[src/rtl/proc_run_ctrl.sv]
// proc_run_ctrl: run/halt/step/breakpoint controller for a single-cycle core
module proc_run_ctrl #(
  parameter int RST_CYCLES = 4,
  parameter int XLEN       = 32
) (
  input  logic            clk_in,
  input  logic            reset,
  input  logic            soft_rst,
  input  logic            run_req,
  input  logic            halt_req,
  input  logic            step_req,
  input  logic            bp_en,
  input  logic [XLEN-1:0] bp_addr,
  input  logic [XLEN-1:0] pc,
  output logic            core_en,
  output logic            core_rst,
  output logic [1:0]      state,
  output logic            halted,
  output logic            bp_hit,
  output logic            step_done,
  output logic [XLEN-1:0] cycle_cnt
);
  typedef enum logic [1:0] {S_RESET = 2'b00, S_HALT = 2'b01, S_RUN = 2'b10, S_STEP = 2'b11} state_t;
  localparam logic [7:0] RST_LOAD = 8'(RST_CYCLES - 1);
  state_t          state_q, state_d;
  logic [7:0]      rst_cnt_q, rst_cnt_d;
  logic            bp_mask_q, bp_mask_d;
  logic            bp_hit_q, bp_hit_d;
  logic            step_done_q, step_done_d;
  logic [XLEN-1:0] cycle_cnt_q, cycle_cnt_d;
  logic            bp_match;
  assign bp_match  = bp_en && (pc == bp_addr) && !bp_mask_q;
  assign core_en   = (state_q == S_RUN && !bp_match) || state_q == S_STEP;
  assign core_rst  = state_q == S_RESET;
  assign halted    = state_q == S_HALT;
  assign state     = state_q;
  assign bp_hit    = bp_hit_q;
  assign step_done = step_done_q;
  assign cycle_cnt = cycle_cnt_q;
  // Next-state logic; soft_rst overrides every state transition
  always_comb begin
    state_d   = state_q;
    rst_cnt_d = rst_cnt_q;
    bp_mask_d = bp_mask_q;
    bp_hit_d  = bp_hit_q;
    case (state_q)
      S_RESET: begin
        if (rst_cnt_q == 8'd0) state_d = S_HALT;
        else rst_cnt_d = rst_cnt_q - 8'd1;
      end
      S_HALT: begin
        if (step_req) state_d = S_STEP;
        else if (run_req) begin
          state_d   = S_RUN;
          bp_mask_d = 1'b1;
        end
        if (step_req || run_req) bp_hit_d = 1'b0;
      end
      S_RUN: begin
        bp_mask_d = 1'b0;
        if (bp_match) begin
          state_d  = S_HALT;
          bp_hit_d = 1'b1;
        end else if (halt_req) state_d = S_HALT;
      end
      S_STEP: state_d = S_HALT;
    endcase
    if (soft_rst) begin
      state_d   = S_RESET;
      rst_cnt_d = RST_LOAD;
      bp_mask_d = 1'b0;
      bp_hit_d  = 1'b0;
    end
  end
  // Step pulse and saturating committed-cycle counter
  always_comb begin
    step_done_d = state_q == S_STEP && !soft_rst;
    cycle_cnt_d = (soft_rst || state_q == S_RESET) ? '0 :
                  (core_en && cycle_cnt_q != '1) ? cycle_cnt_q + XLEN'(1) : cycle_cnt_q;
  end
  // State registers, forced to the reset sequence start by the async reset
  always_ff @(posedge clk_in or negedge reset) begin
    if (!reset) begin
      state_q     <= S_RESET;
      rst_cnt_q   <= RST_LOAD;
      bp_mask_q   <= 1'b0;
      bp_hit_q    <= 1'b0;
      step_done_q <= 1'b0;
      cycle_cnt_q <= '0;
    end else begin
      state_q     <= state_d;
      rst_cnt_q   <= rst_cnt_d;
      bp_mask_q   <= bp_mask_d;
      bp_hit_q    <= bp_hit_d;
      step_done_q <= step_done_d;
      cycle_cnt_q <= cycle_cnt_d;
    end
  end
endmodule
[config.mk]
export PLATFORM = sky130hd
export DESIGN_NAME = proc_run_ctrl
export DESIGN_NICKNAME = d
export VERILOG_FILES = /design/src/rtl/proc_run_ctrl.sv
export SDC_FILE = /design/constraint.sdc
export NUM_CORES = 1
export LEC_CHECK = 0
export CAP_MARGIN = 0
export CORE_AREA = 4 4 86 88
export CTS_CLUSTER_SIZE = 16
export DETAILED_ROUTE_END_ITERATION = 8
export DIE_AREA = 0 0 90 92
export PLACE_DENSITY = 0.79
export SYNTH_ARGS = -nofsm -noshare
export SYNTH_HDL_FRONTEND = slang
export SYNTH_SLANG_ARGS = --single-unit
[constraint.sdc]
create_clock -name clk_in -period 3.8 [get_ports clk_in]
set_input_delay 0.95 -clock clk_in [delete_from_list [all_inputs] [get_ports clk_in]]
set_output_delay 0.95 -clock clk_in [all_outputs]
set_load 0.02 [all_outputs]
# Word-level counts from Yosys, hierarchy flattened
# Index checks and enable logic that the tools add are counted.
# totals
ff_bits	45
output_inout_bits	39
word_cells	61
# classes
addsub	2
eq_ne	13
muxes	20
n_reduce_logical	20
# op_table
op	n
$mux 32	2
$add 32x1->32 const B	1
$eq 32x32->1	1
$ne 32x32->1 const B	1
$mux 8	3
$mux 2	6
$ne 3x3->1 const B	3
$reduce_and 3->1	3
$logic_not 8->1	1
$ne 4x4->1 const B	2
$pmux 2 s4	1
$sub 8x1->8 const B	1
$mux 1	6
$ne 3x2->1 const B	2
$logic_and 1x1->1	5
$eq 2x2->1 const B	2
$pmux 1 s2	2
$reduce_bool 2->1	2
$logic_not 1->1	3
$logic_or 1x1->1	3
$reduce_bool 3->1	1
$eq 2x1->1 const B	1
$logic_not 2->1	1
$ne 2x2->1 const B	1
$reduce_and 2->1	1

# Logic depth before layout (Yosys ltp)
# depth
word_depth	9
ltp_mapped	9
mapped_depth_nobuf	8

# Least setup slack after synthesis
# Ideal clock, no wire load.
# synth_timing
path_type	input to output
start	in bp_addr[25]
end	out core_en
arrival_ps	2457
required_ps	2850
path_slack_ps	393
cell_stages	6
path_buffers	1
cell_sequence	xor2_1 -> nor4_1 -> nand4bb_1 -> nor4_4 -> buf_4 -> nor2b_1
# synth_between
elab_chain_cells	6
# synth_lines
element	line	rtl
start, declared	13	input logic [XLEN-1:0] bp_addr,
$eq 32x32->1	32	assign bp_match = bp_en && (pc == bp_addr) && !bp_mask_q;
$logic_and 1x1->1 (2 in series)	32	
$logic_not 1->1	33	assign core_en = (state_q == S_RUN && !bp_match) || state_q == S_STEP;
$logic_and 1x1->1	33	
$logic_or 1x1->1	33	
end, declared	15	output logic core_en,
# No other way between the ends.

# Final worst setup path
# Ends and elaborated chain as after synthesis.

==> metrics.md <==
| Metric | Value |
|---|---|
| DRC Markers | 0 |
| Pint | 950 µW |
| Reg2reg start | cycle_cnt[6] |
| Reg power frac | 39.7% |
| Initial antenna violation count | 0 |
| Reg2Reg Depth | 7 |
| Layout Cells excl Fill | 508 |
| PD cells | 338 nW/µm² |
| Worst VDD drop | 170 µV |
| CTS max path bufs | 2 |
| Dpl hpwl | 5910 µm |
| Hold Path End | rst_cnt_q[7] |
| RSZ-0062 raised after global routing | false |
| Leakage | about 1.7 nW |
| Most frequent cells in the layout | 107 x clkdlybuf4s50_1, 43 x nor2_1, 43 x dfrtp_1 |
| HP Class | reg2reg |
| Post-Place Cells | 498 |
| Total of max-cap violations | 0 |
| Final wirelength | approximately 7600 µm |
| Crit path max fanout | 2 |
| Post-Place Cell Area | 4040 µm² |
| Final global-route overflow total | 0 |
| Die height | roughly 90 µm |
| Seq/Total Area, Yosys | about two fifths |
| Status | complete, no violations |
| Mapped Area | 2870 µm² |
| Worst EP arrival | 2700 ps |
| Nets | approximately 500 |
| Final critical-path share of the clock period | 96.2% |
| Area of the die | about 8300 µm² |
| Worst-Margin Slew | roughly 1000 ps |
| Number of global-route vias before repair | 2783 |
| Most common library cell in the layout ignoring fill and taps | clkdlybuf4s50_1 |
| Port Buffers | about 110 |
| Synth cell types | 51 |
| Global-route wire length before repair | between 10000 and 15000 µm |
| Worst hold slack | 563 ps |
| Fin area | 4180 µm² |
| Antenna-violating nets left | 0 |
| Largest net degree at the start of global routing | 46 |
| Synthesized Nets | 388 |
| Die Wd | 90 µm |
| Max frequency | 0.274 GHz |
| Core area | 6640 µm² |
| Hold Startpoint | rst_cnt_q[7] |
| Final Critical Period | between 3000 and 4000 ps |
| Gp weighted congestion | 0.795 |
| Slew headroom | 32.4% |
| Root buffer cell | clkbuf_8 |
| CP Capture Type | primary output |
| Reg-to-reg endpoint | cycle_cnt[11] |
| Drt pass-1 iters | 4 |
| Starting Density | about 43% |
| Row cnt | 30 |
| Clock power share | 26.7% |
| Clock latency at the later pin of the worst-skew pair | 300 ps |
| Setup CP Type | in2out |
| Clock Sinks | 45 |
| Layout area overhead | 45.9% |
| Yosys warning total | 0 |
| Clock Pin Slew Worst Setup and Hold Paths | 80 ps |
| Asr flop ratio synth | between 90% and 100% |
| Worst Setup Start Kind | input port |
| Final Setup Violations | 0 |
| Setup WS pre-CTS | -362 ps |
| Syn_area_per_cell | 9.13 µm² |
| Clk_skew | 11.6 ps |
| Vias post-DR | 2727 |
| Synth Register Bits | between 40 and 50 |
| Post-synth EDFFs | 0 |
| Combinational Power Share | 33.6% |
| Synth Flop Type | dfrtp_1 |
| TritonCTS buffer count | 5 |
| CTS tree | built |
| Total power | roughly 1.4 mW |
| Routed WL per cell | 15.0 µm |
| Vias per cell | 5.37 |
| DR iter-0 viols | 120 |
| Slew Limit Fails | 0 |
| IO Count | 110 |
| Level count of the clock H-tree | 2 |
| Ratio of cells with drive above 1 in the final layout | 11.4% |
| Reg2Reg Setup Slack | 1030 ps |
| Worst EP required | 2850 ps |
| Worst hold stages | 2 |
| Net Sw Power | 463 µW |
| Final Hold Fails | 0 |
| Sw frac | 32.8% |
| Cells after synthesis | 314 |
| GR Util All Layers | 18.9% |
| Ant diodes | 0 |
| Setup slack after layout | ~150 ps |
-- routing by layer --
metal / up-vias / track usage, % / wire [µm]
met5: - / 0 / 0
met4: 0 / 4.59 / 113
li1: 1332 / - / -
met3: 10 / 6.07 / 738
met1: 1263 / 21.0 / 2890
met2: 122 / 34.8 / 3860
-- cells by family (layout without fill, tap and decap cells) --
kind of cell	Yosys count	after routing	synth area share, %
simple gates	151	151	28.8
xor+xnor	52	52	15.9
flops	45	45	39.4
compound gates	42	42	10.6
buf+inv	19	133	3.27
fa+ha+maj	3	3	1.31
mux	2	2	0.742
-- flip-flops by register name, summed over array words and instances (netlist names) --
signal / count
bp_hit: 1
bp_mask_q: 1
cycle_cnt: 32
rst_cnt_q: 8
state: 2
step_done: 1
-- through the flow --
stage	TNS [ps]	util (%)
finish	0	63.0
floorplan	0	-
global route	0	63.0
CTS	0	62.7
global placement	-341	60.8
detailed placement	-362	60.8
-- cell type report --
type | count | area [µm²]
Sequential cell | 45 | 1130
Tap cell | 80 | 100
Clock inverter | 1 | 30.0
Inverter | 8 | 30.0
Clock buffer | 7 | 86.3
Timing Repair Buffer | 117 | 1140
Multi-Input combinational cell | 250 | 1670
Fill cell | 560 | 2460
-- how the worst max path moves through the flow --
stage	from	endpoint	slack (ps)	cells past startpoint
after floorplan	bp_addr[25]	core_en	390	6
after global placement	bp_addr[1]	core_en	-340	7
after detailed placement	bp_addr[25]	core_en	-360	7
after CTS	bp_addr[2]	core_en	30	7
after global routing	bp_addr[21]	core_en	40	7
final	bp_addr[25]	core_en	150	7
-- power by group through the flow --
| stage | Clock, mW | Sequential [mW] | Combinational (mW) |
|---|---|---|---|
| after floorplan | 0 | 0.565 | 0.271 |
| after global placement | 0 | 0.571 | 0.461 |
| after detailed placement | 0 | 0.571 | 0.477 |
| after CTS | 0.383 | 0.562 | 0.480 |
| after global routing | 0.407 | 0.572 | 0.531 |
| final | 0.377 | 0.562 | 0.475 |
-- critical path: stages --
cell             delay (ps)
clkdlybuf4s50_1         410
xor2_1                  170
nor4_2                  350
nand4bb_1               200
nor4_4                  330
nor2b_1                 120
clkbuf_2                170
-- timing repair --
action | in CTS | in global routing
gates resized for setup | 3 | 3
hold buffers | 0 | 0
pin swaps | 2 | 5
endpoints found under the setup margin | 1 | 1
buffers inserted | 0 | 2
-- Yosys cell counts (2+ instances only) --
master,instances,share of area [%]
a41o_2,4,1.6
nand2_1,34,4.5
buf_4,2,0.52
nand3_1,11,1.9
a21oi_1,10,1.7
clkbuf_1,7,0.92
or3_1,2,0.44
a31o_1,4,1.2
xor2_1,25,7.6
and3_1,4,0.87
nand2b_1,3,0.65
and4_1,2,0.61
nor4_4,2,1.5
a31o_2,4,1.2
a21oi_2,3,0.92
and4_4,2,0.79
o211ai_1,2,0.52
ha_1,3,1.3
o21ai_0,7,1.2
or4_1,2,0.52
a31oi_1,4,0.87
xnor2_1,27,8.2
dfstp_2,2,1.8
nor3_1,10,1.7
buf_6,2,0.79
nor3b_2,2,0.87
nor2_1,43,5.6
nor3b_1,2,0.52
dfrtp_1,43,38
inv_1,8,1.0
nand4_1,4,0.87
nor4_1,15,3.3
Power figures use the tool's default switching activity.
